### config.mk
export PLATFORM = sky130hd
export DESIGN_NAME = uart_rx_fifo_flat
export DESIGN_NICKNAME = d
export VERILOG_FILES = /design/src/rtl/uart_rx_fifo_if.sv /design/src/rtl/uart_rx_fifo.sv /design/src/flat_wrapper.sv
export SDC_FILE = /design/constraint.sdc
export NUM_CORES = 1
export LEC_CHECK = 0
export BUFFER_PORTS_ARGS = -buffer_cell sky130_fd_sc_hd__buf_2
export CELL_PAD_IN_SITES_DETAIL_PLACEMENT = 1
export CELL_PAD_IN_SITES_GLOBAL_PLACEMENT = 2
export CORE_ASPECT_RATIO = 0.9
export CORE_MARGIN = 2
export CORE_UTILIZATION = 47
export DETAILED_ROUTE_END_ITERATION = 10
export PLACE_DENSITY = 0.88
export SETUP_SLACK_MARGIN = 0.05
export SKIP_LAST_GASP = 1
export SLEW_MARGIN = 10
export SYNTH_ARGS = -nofsm -noshare
export SYNTH_HDL_FRONTEND = slang
export SYNTH_SLANG_ARGS = --single-unit
### constraint.sdc
create_clock -name clk -period 3.02 [get_ports clk]
set_clock_uncertainty 0.2 [all_clocks]
set_input_delay 0.151 -clock clk [delete_from_list [all_inputs] [get_ports clk]]
set_output_delay 0.151 -clock clk [all_outputs]
set_load 0.01 [all_outputs]
### src/rtl/uart_rx_fifo_if.sv
// Bus bundle between uart_recv/consumer and the receive FIFO.
// The slave modport is the FIFO side and the master modport is the producer/consumer side.
interface uart_rx_fifo_if #(
  parameter int DATA_W = 8,
  parameter int ADDR_W = 4
);
  logic              wr_valid;
  logic [DATA_W-1:0] wr_data;
  logic              rd_en;
  logic [DATA_W-1:0] rd_data;
  logic              rd_valid;
  logic              empty;
  logic              full;
  logic [ADDR_W:0]   count;
  logic              overflow;
  logic              clr_ovf;

  modport master (
    output wr_valid, wr_data, rd_en, clr_ovf,
    input  rd_data, rd_valid, empty, full, count, overflow
  );

  modport slave (
    input  wr_valid, wr_data, rd_en, clr_ovf,
    output rd_data, rd_valid, empty, full, count, overflow
  );
endinterface

### src/rtl/uart_rx_fifo.sv
// Receive byte FIFO behind uart_recv.
// It has a registered read port, occupancy and full/empty status, and a sticky overflow flag for dropped bytes.
module uart_rx_fifo #(
  parameter int DATA_W = 8,
  parameter int DEPTH  = 16,
  parameter int ADDR_W = 4
) (
  input logic           clk,
  input logic           rst,
  uart_rx_fifo_if.slave bus
);
  localparam logic [ADDR_W:0] DEPTH_C = (ADDR_W+1)'(DEPTH);

  logic [DATA_W-1:0] mem_q [DEPTH];
  logic [ADDR_W-1:0] wr_ptr_q, wr_ptr_d;
  logic [ADDR_W-1:0] rd_ptr_q, rd_ptr_d;
  logic [ADDR_W:0]   count_q, count_d;
  logic [DATA_W-1:0] rd_data_q, rd_data_d;
  logic              rd_valid_q, rd_valid_d;
  logic              overflow_q, overflow_d;
  logic              empty, full, rd_acc, wr_acc, drop;

  assign empty = (count_q == '0);
  assign full  = (count_q == DEPTH_C);

  always_comb begin
    rd_acc     = bus.rd_en && !empty;
    // A read in the same cycle frees a slot, so a full FIFO can still accept a write.
    wr_acc     = bus.wr_valid && (!full || rd_acc);
    drop       = bus.wr_valid && full && !rd_acc;
    wr_ptr_d   = wr_ptr_q;
    rd_ptr_d   = rd_ptr_q;
    count_d    = count_q;
    rd_data_d  = rd_data_q;
    rd_valid_d = 1'b0;
    overflow_d = overflow_q;
    if (wr_acc) wr_ptr_d = wr_ptr_q + 1'b1;
    if (rd_acc) begin
      rd_ptr_d   = rd_ptr_q + 1'b1;
      rd_data_d  = mem_q[rd_ptr_q];
      rd_valid_d = 1'b1;
    end
    case ({wr_acc, rd_acc})
      2'b10:   count_d = count_q + 1'b1;
      2'b01:   count_d = count_q - 1'b1;
      default: count_d = count_q;
    endcase
    if (drop)             overflow_d = 1'b1;
    else if (bus.clr_ovf) overflow_d = 1'b0;
  end

  always_ff @(posedge clk or posedge rst) begin
    if (rst) begin
      wr_ptr_q   <= '0;
      rd_ptr_q   <= '0;
      count_q    <= '0;
      rd_data_q  <= '0;
      rd_valid_q <= 1'b0;
      overflow_q <= 1'b0;
    end else begin
      wr_ptr_q   <= wr_ptr_d;
      rd_ptr_q   <= rd_ptr_d;
      count_q    <= count_d;
      rd_data_q  <= rd_data_d;
      rd_valid_q <= rd_valid_d;
      overflow_q <= overflow_d;
    end
  end

  always_ff @(posedge clk) begin
    if (wr_acc) mem_q[wr_ptr_q] <= bus.wr_data;
  end

  assign bus.rd_data  = rd_data_q;
  assign bus.rd_valid = rd_valid_q;
  assign bus.empty    = empty;
  assign bus.full     = full;
  assign bus.count    = count_q;
  assign bus.overflow = overflow_q;
endmodule
### src/flat_wrapper.sv
// flat-port wrapper written by rule: the top's interface ports become plain ports
module uart_rx_fifo_flat 
#(
  parameter int DATA_W = 8,
  parameter int DEPTH  = 16,
  parameter int ADDR_W = 4
)
  (clk, rst, bus_wr_valid, bus_wr_data, bus_rd_en, bus_clr_ovf, bus_rd_data, bus_rd_valid, bus_empty, bus_full, bus_count, bus_overflow);
  uart_rx_fifo_if #(.DATA_W(DATA_W), .ADDR_W(ADDR_W)) bus_i ();
  input logic clk;
  input logic rst;
  input wire logic [$bits(bus_i.wr_valid)-1:0] bus_wr_valid;
  input wire logic [$bits(bus_i.wr_data)-1:0] bus_wr_data;
  input wire logic [$bits(bus_i.rd_en)-1:0] bus_rd_en;
  input wire logic [$bits(bus_i.clr_ovf)-1:0] bus_clr_ovf;
  output wire logic [$bits(bus_i.rd_data)-1:0] bus_rd_data;
  output wire logic [$bits(bus_i.rd_valid)-1:0] bus_rd_valid;
  output wire logic [$bits(bus_i.empty)-1:0] bus_empty;
  output wire logic [$bits(bus_i.full)-1:0] bus_full;
  output wire logic [$bits(bus_i.count)-1:0] bus_count;
  output wire logic [$bits(bus_i.overflow)-1:0] bus_overflow;
  assign bus_i.wr_valid = bus_wr_valid;
  assign bus_i.wr_data = bus_wr_data;
  assign bus_i.rd_en = bus_rd_en;
  assign bus_i.clr_ovf = bus_clr_ovf;
  assign bus_rd_data = bus_i.rd_data;
  assign bus_rd_valid = bus_i.rd_valid;
  assign bus_empty = bus_i.empty;
  assign bus_full = bus_i.full;
  assign bus_count = bus_i.count;
  assign bus_overflow = bus_i.overflow;
  uart_rx_fifo #(.DATA_W(DATA_W), .DEPTH(DEPTH), .ADDR_W(ADDR_W)) u_core (.clk(clk), .rst(rst), .bus(bus_i));
endmodule
==> out/metrics.yaml, run 1 <==
flow_run:
  cap_violations: 0
placement:
  io_buffers: 29
  place_ws_ps: 346.8
  hpwl_um: 8454
  place.gp.congestion: 0.7843
global_routing:
  grtUsageTotal_pct: 20.64
  first_global_vias: 3430
  grt_pass1_wl_um: 19990
  grt_overflow: 0
  grt_max_degree: 34
  antenna_found_initial: 0
power:
  power_density_nw_per_um2: 953.1
  pwr-share-seq_pct: 41.3
  switching_share_pct: 29.46
  p_clk_share_pct: 31.6
  switching_power_mw: 2.028
  pwr-share-comb_pct: 27.1
  p_int_mw: 4.854
  p_leak_nw: 2.592
  peakVddDrop_v: 0.0005874
sta:
  rsz0062_at_grt: "false"
  slew_headroom_pct: 31.97
  final-setup-viol-count: 0
  worst_slack_ps: 357.4
  slew_violations: 0
  fmax_ghz: 0.3756
  worstMarginPinSlew_ps: 1019
  period_needed_ps: 2663
  hold_viol: 0
  setup_tns_ps: 0
  period_share_pct: 88.17
detailed_routing:
  wl_per_cell_um: 23.30
  route.vias.total: 3131
  ant_nets: 0
  wl_um: 12910
  drc: 0
  first_pass_iters: 4
  viasPerCell: 5.652
  drt_iter0_drc: 301
die:
  row_count: 39
  die_area_um2: 13840
  start_util_pct: 48.03
  die_h_um: 111.8
  ioPinCount: 30
  die_w_um: 123.8
  core_um2: 12640
synthesis:
  synth_top_cell_area_share_pct: 63.31
  netlist_instances: 315
  yosysTopAreaCell: "edfxtp_1"
  synth.avg_cell_area_um2: 19.27
  ys_seq_area_share_pct: 72.79
  synth_nets: 337
  syn-cell-area_um2: 6071
  synth_warnings: 0
  synth_cell_types: 38
  ys_ff_latch: 151
  synth.area.top_cells: "edfxtp_1, mux4_2, dfrtp_1"
cells_and_area:
  multi_input_area_um2: 1548
  num_antenna_cells: 0
  layout_commonest_cell: "edfxtp_1"
  syn_to_final_growth_pct: 18.94
  drive_gt1_share_pct: 29.74
  mostFrequentLayoutCells: "edfxtp_1, mux4_2, buf_2"
  regArea_um2: 4420
  nNetsFinal: 399
  fillers: 1112
clock_network:
  clockBufferDepth: 2
  cts_tree: "done"
  clock_sinks: 151
  htreeDepth: 4
  clk_root_buffer_cell: "clkbuf_16"
  path_clk_slew_ps: 60
  clock_latency_ps: 420
  cts_made_buffers: 17
worst_hold_path:
  min_delay_path_depth: 2
  hold_end: "u_core.bus.rd_data[6]"
  hold_start: "u_core.bus.rd_data[6]"
  hp-class: "reg -> reg"
worst_setup_path:
  max_stage_delay_ps: 740
  cp_max_fo: 8
  r2r_setup_slack_ps: 360
  worstPathRequired_ps: 2860
  cp_cell_sequence: "or4_4 -> o31a_1 -> nand2_1 -> nor2_1"
  end_kind: "flip-flop"
  reg2regPathDepth: 4
  cp_slowest_cell: "nor2_1"
  startpoint_type: "flip-flop"
  startpoint: "u_core.bus.count[0]"
  arrival_ps: 2500
  reg2reg_from: "u_core.bus.count[0]"
  worstSetupPathType: "reg -> reg"
  r2r_end: "u_core.mem_q[8][0]"
status:
  status: "finished, final reports clean"
-- critical path, delay by kind of cell (launching register included) --
kind | cells | cell delay (ps)
AND/OR/NAND/NOR | 3 | 1150
flip-flops | 1 | 470
AO/OA/AOI/OAI | 1 | 460
-- worst max-delay path by stage --
stage	depth (start not counted)	end
6_report	4	u_core.mem_q[8][0]
2_1_floorplan	7	u_core.bus.count[4]
3_5_place_dp	4	u_core.mem_q[8][0]
3_3_place_gp	4	u_core.mem_q[9][5]
4_1_cts	4	u_core.mem_q[9][0]
5_1_grt	4	u_core.mem_q[8][0]
-- flip-flops by register name (all words and copies together), names as in the netlist --
signal,flops
u_core.bus.rd_data,8
u_core.bus.count,5
u_core.mem_q,128
u_core.bus.rd_valid,1
u_core.rd_ptr_q,4
u_core.wr_ptr_q,4
u_core.bus.overflow,1
-- area by class of cell --
| cell class | count | share of cell area, % |
|---|---|---|
| well taps | 164 | 2.842 |
| clock buffers | 17 | 5.892 |
| inverters | 8 | 0.4159 |
| flip-flops and latches | 151 | 61.22 |
| clock inverters | 15 | 2.547 |
| repair buffers | 58 | 5.649 |
| multi-input cells | 141 | 21.43 |
-- metal layers --
| metal | part of all wire [%] | global-route usage [%] | wire, µm | vias to the layer above |
|---|---|---|---|---|
| met1 | 42 | 27.54 | 5373 | 1623 |
| li1 | - | - | - | 1378 |
| met5 | 0 | 0 | 0 | - |
| met2 | 51 | 33.00 | 6569 | 107 |
| met4 | 1.7 | 6.515 | 216 | 0 |
| met3 | 5.8 | 5.840 | 747 | 23 |
-- stage by stage --
step | cell area, µm² | utilization [%] | hold WS [ps] | instances | total power, mW
after floorplan | 6071 | - | -47.08 | 315 | 4.144
after global placement | 6481 | 51.28 | 136.0 | 509 | 4.659
after detailed placement | 6481 | 51.28 | 136.1 | 509 | 4.757
after CTS | 7221 | 57.13 | 312.6 | 554 | 6.956
after global routing | 7221 | 57.13 | 339.8 | 554 | 7.201
final | 7221 | 57.13 | 312.0 | 554 | 6.882
-- logic make-up (layout without fill, tap and decap cells) --
group / Yosys count / after routing / synth area share, %
buffers and inverters: 23 / 98 / 1.711
DFF: 151 / 151 / 72.79
muxes: 53 / 53 / 15.40
adders and majority gates: 9 / 9 / 1.979
and+or+nand+nor: 50 / 50 / 4.039
AOI/OAI and AO/OA: 20 / 20 / 2.783
xor gates and xnor gates: 9 / 9 / 1.299
-- cell usage after synthesis (all sizes together) --
cell type  number
edfxtp        128
mux4           32
dfrtp          23
nand2          20
mux2i          18
nor2           14
buf            11
ha              8
inv             8
o221ai          8
xnor2           8
nand2b          5
nor3            5
a21oi           4
clkbuf          4
mux2            3
a21o            2
nand4           2
o21ai           2
a211o           1
fa              1
nand3           1
nor4            1
o211ai          1
o31a            1
o32ai           1
or3             1
or4             1
xor2            1
-- timing repair --
action,4_1_cts,5_1_grt
endpoints found under the hold margin,156,0
gates resized for setup,0,0
hold buffers,13,0
setup buffers,0,0
-- power by group through the flow --
| stage | clock (mW) | sequential [mW] | combinational, mW |
|---|---|---|---|
| 2_1_floorplan | 0 | 2.80 | 1.34 |
| 3_3_place_gp | 0 | 2.86 | 1.80 |
| 3_5_place_dp | 0 | 2.89 | 1.87 |
| 4_1_cts | 2.21 | 2.84 | 1.90 |
| 5_1_grt | 2.28 | 2.89 | 2.03 |
| 6_report | 2.18 | 2.84 | 1.86 |
Power figures use the tool's default switching activity.
==> run 2, diff against run 1 <==
--- a/config.mk
+++ b/config.mk
@@ -10,9 +10,9 @@
 export CELL_PAD_IN_SITES_GLOBAL_PLACEMENT = 2
 export CORE_ASPECT_RATIO = 0.9
 export CORE_MARGIN = 2
-export CORE_UTILIZATION = 47
+export CORE_UTILIZATION = 42
 export DETAILED_ROUTE_END_ITERATION = 10
-export PLACE_DENSITY = 0.88
+export PLACE_DENSITY = 0.83
 export SETUP_SLACK_MARGIN = 0.05
 export SKIP_LAST_GASP = 1
 export SLEW_MARGIN = 10
==> constraint.sdc (replaced) <==
create_clock -name clk -period 2.2 [get_ports clk]
set_clock_uncertainty 0.2 [all_clocks]
set_input_delay 0.11 -clock clk [delete_from_list [all_inputs] [get_ports clk]]
set_output_delay 0.11 -clock clk [all_outputs]
set_load 0.01 [all_outputs]
==> run 2 against run 1 <==
  * The run now ends with negative setup slack left
  * Cell count is 9.7% higher
  * Non-clock buffer count is 25 higher
  * Flip-flop and latch count stayed put
  * Routed wire length is 9.1% higher
  * Maximum frequency is 12% higher
  * Via count is 4.7% higher
  * Hold slack worse by 180 ps
  * Sequential power is 36% higher
  * Power is 49% higher
  * Die area is 11% higher
  * Critical endpoint is now u_core.mem_q[3][7]
  * Largest cell class unchanged
  * Highest routed layer unchanged
==> out/metrics.yaml, run 2 (synthesis gave the netlist of run 1 again) <==
cells_and_area:
  num_antenna_cells: 0  # unchanged
  drive_gt1_share_pct: 42.41  # +13 points
  largest_reg_flops: 128  # unchanged
  regArea_um2: 4424  # about the same
  fillers: 1278  # +15%
  regMostFlops: "u_core.mem_q"
  multi_input_area_um2: 1818  # +17%
  syn_to_final_growth_pct: 28.07
  nNetsFinal: 424  # +6.3%
  layout_commonest_cell: "edfxtp_1"
  finalNonFillerCells: 608  # +9.7%
  final_area_um2: 7775  # +7.7%
  mostFrequentLayoutCells: "edfxtp_1, mux4_2, buf_2, buf_4, dfrtp_1"
placement:
  dpl_cell_area_um2: 6696  # +3.3%
  hpwl_um: 8642  # +2.2%
  dp_cells: 553  # +8.6%
  io_buffers: 29  # unchanged
  place.gp.congestion: 0.7672  # -2.2%
clock_network:
  clk_root_buffer_cell: "clkbuf_16"
  clockBufferDepth: 2  # unchanged
  cts_made_buffers: 17  # unchanged
  htreeDepth: 4  # unchanged
  clock_latency_ps: 420  # about the same
  clock_sinks: 151  # unchanged
  path_clk_slew_ps: 60  # about the same
  cts_tree: "done"
sta:
  hold_viol: 0  # unchanged
  period_share_pct: 108.3  # +20 points
  slew_headroom_pct: 47.94  # +16 points
  setup_tns_ps: -11950  # -11950 ps
  final-setup-viol-count: 110  # +110
  fmax_ghz: 0.4197  # +12%
  rsz0062_at_grt: "true"
  worst_slack_ps: -182.7  # -540.1 ps
  worstMarginPinSlew_ps: 780.0  # -239.3 ps
  slew_violations: 0  # unchanged
  period_needed_ps: 2383  # -279.9 ps
die:
  core_um2: 14060  # +11%
  die_w_um: 130.7  # +5.6%
  ioPinCount: 30  # unchanged
  die_area_um2: 15430  # +11%
  start_util_pct: 43.19  # -4.8 points
  die_h_um: 118.1  # +5.6%
  row_count: 41  # +5.1%
global_routing:
  grtUsageTotal_pct: 19.53  # -1.1 points
  grt_max_degree: 34  # unchanged
  antenna_found_initial: 0  # unchanged
  grt_overflow: 0  # unchanged
  first_global_vias: 3558  # +3.7%
  grt_pass1_wl_um: 21380  # +7.0%
detailed_routing:
  wl_per_cell_um: 23.15  # -0.64%
  ant_nets: 0  # unchanged
  route.vias.total: 3277  # +4.7%
  drc: 0  # unchanged
  viasPerCell: 5.390  # -4.6%
  wl_um: 14070  # +9.1%
  drt_iter0_drc: 214  # -29%
  first_pass_iters: 4  # unchanged
worst_setup_path:
  arrival_ps: 2360  # -140 ps
  worstSetupPathType: "reg -> reg"
  startpoint_type: "flip-flop"
  max_stage_delay_ps: 560  # -180 ps
  end_kind: "flip-flop"
  worstPathRequired_ps: 2180  # -680 ps
  cp_cell_sequence: "or4_4 -> o31a_1 -> buf_6 -> nand2_8 -> buf_4 -> nor3_4"
  path_buf_inv: 2  # +2
  path_delay_family: "simple AND/OR/NAND/NOR gates"
  cp_slowest_cell: "or4_4"
  cp_max_fo: 8  # unchanged
flow_run:
  cap_violations: 0  # unchanged
power:
  power_density_nw_per_um2: 1321  # +39%
  peakVddDrop_v: 0.0006995  # +19%
  total_power_mw: 10.27  # +49%
  p_leak_nw: 2.772  # +6.9%
worst_hold_path:
  hp-class: "in -> reg"
status:
  status: "complete, but fails checks"
  violations: "negative setup slack"
[run 2: cell types whose count changed in the layout (fill, tap and decap cells not counted), moves of 4 or more]
cell     previous run  this run
buf_4              15        29
nor2_4              0        12
nor2_1             14         2
nor3_4              0         4
buf_6               0         8
nand2_1            19        15
nor3_1              5         1
[run 2: per-stage QoR]
step	utilization [%]	hold slack, ps	setup WS [ps]
after floorplan	-	-88.29	-90.04
after detailed placement	47.64	86.32	-225.3
after global placement	47.64	67.68	-122.1
after global routing	55.31	171.8	-282.8
after CTS	53.30	87.98	-82.05
final	55.31	130.6	-182.7
[run 2: path summary, 6_finish.rpt]
path                                       startpoint               endpoint  slack (ps)  cells after the start
worst min-delay path                     bus_wr_valid    u_core.bus.count[4]         130                      5
max in group asynchronous                         rst  u_core.bus.rd_data[4]        1040                      4
worst max register to register    u_core.bus.count[3]     u_core.mem_q[3][7]        -180                      6
min in group asynchronous                         rst     u_core.rd_ptr_q[3]         170                      3
worst min register to register  u_core.bus.rd_data[0]  u_core.bus.rd_data[0]         310                      2
worst max-delay path              u_core.bus.count[3]     u_core.mem_q[3][7]        -180                      6
[run 2: what timing repair did]
item,4_1_cts,5_1_grt
hold buffers,12,0
pin swaps,3,17
setup endpoints to repair,131,134
endpoints found under the hold margin,152,0
resized for setup,18,40
setup buffers,4,8
[run 2: worst register-to-register path: stages, from the launching register on]
cell and delay [ps]:
dfrtp_2 440, or4_4 560, o31a_1 440, buf_6 210
nand2_8 100, buf_4 130, nor3_4 70
[run 2: area by class of cell]
| type | instances | area share, % |
|---|---|---|
| repair buffers | 83 | 8.593 |
| clock buffers | 17 | 5.472 |
| multi-input cells | 141 | 23.38 |
| flip-flops and latches | 151 | 56.90 |
| clock inverters | 15 | 2.156 |
| well taps | 193 | 3.106 |
| inverters | 8 | 0.3862 |
[run 2: layer usage]
metal	wire length (µm)	vias to the layer above	global-route usage [%]
met1	5983	1741	26.92
met4	154	0	5.984
li1	-	1431	-
met2	7192	90	30.53
met5	0	-	0
met3	743	15	5.182
[run 2: power by group]
part,leakage [nW],switching [mW],internal [mW]
Clock,0.286,1.22,1.69
Combinational,1.06,1.83,1.69
Sequential,1.43,0.284,3.56
Total,2.77,3.32,6.94
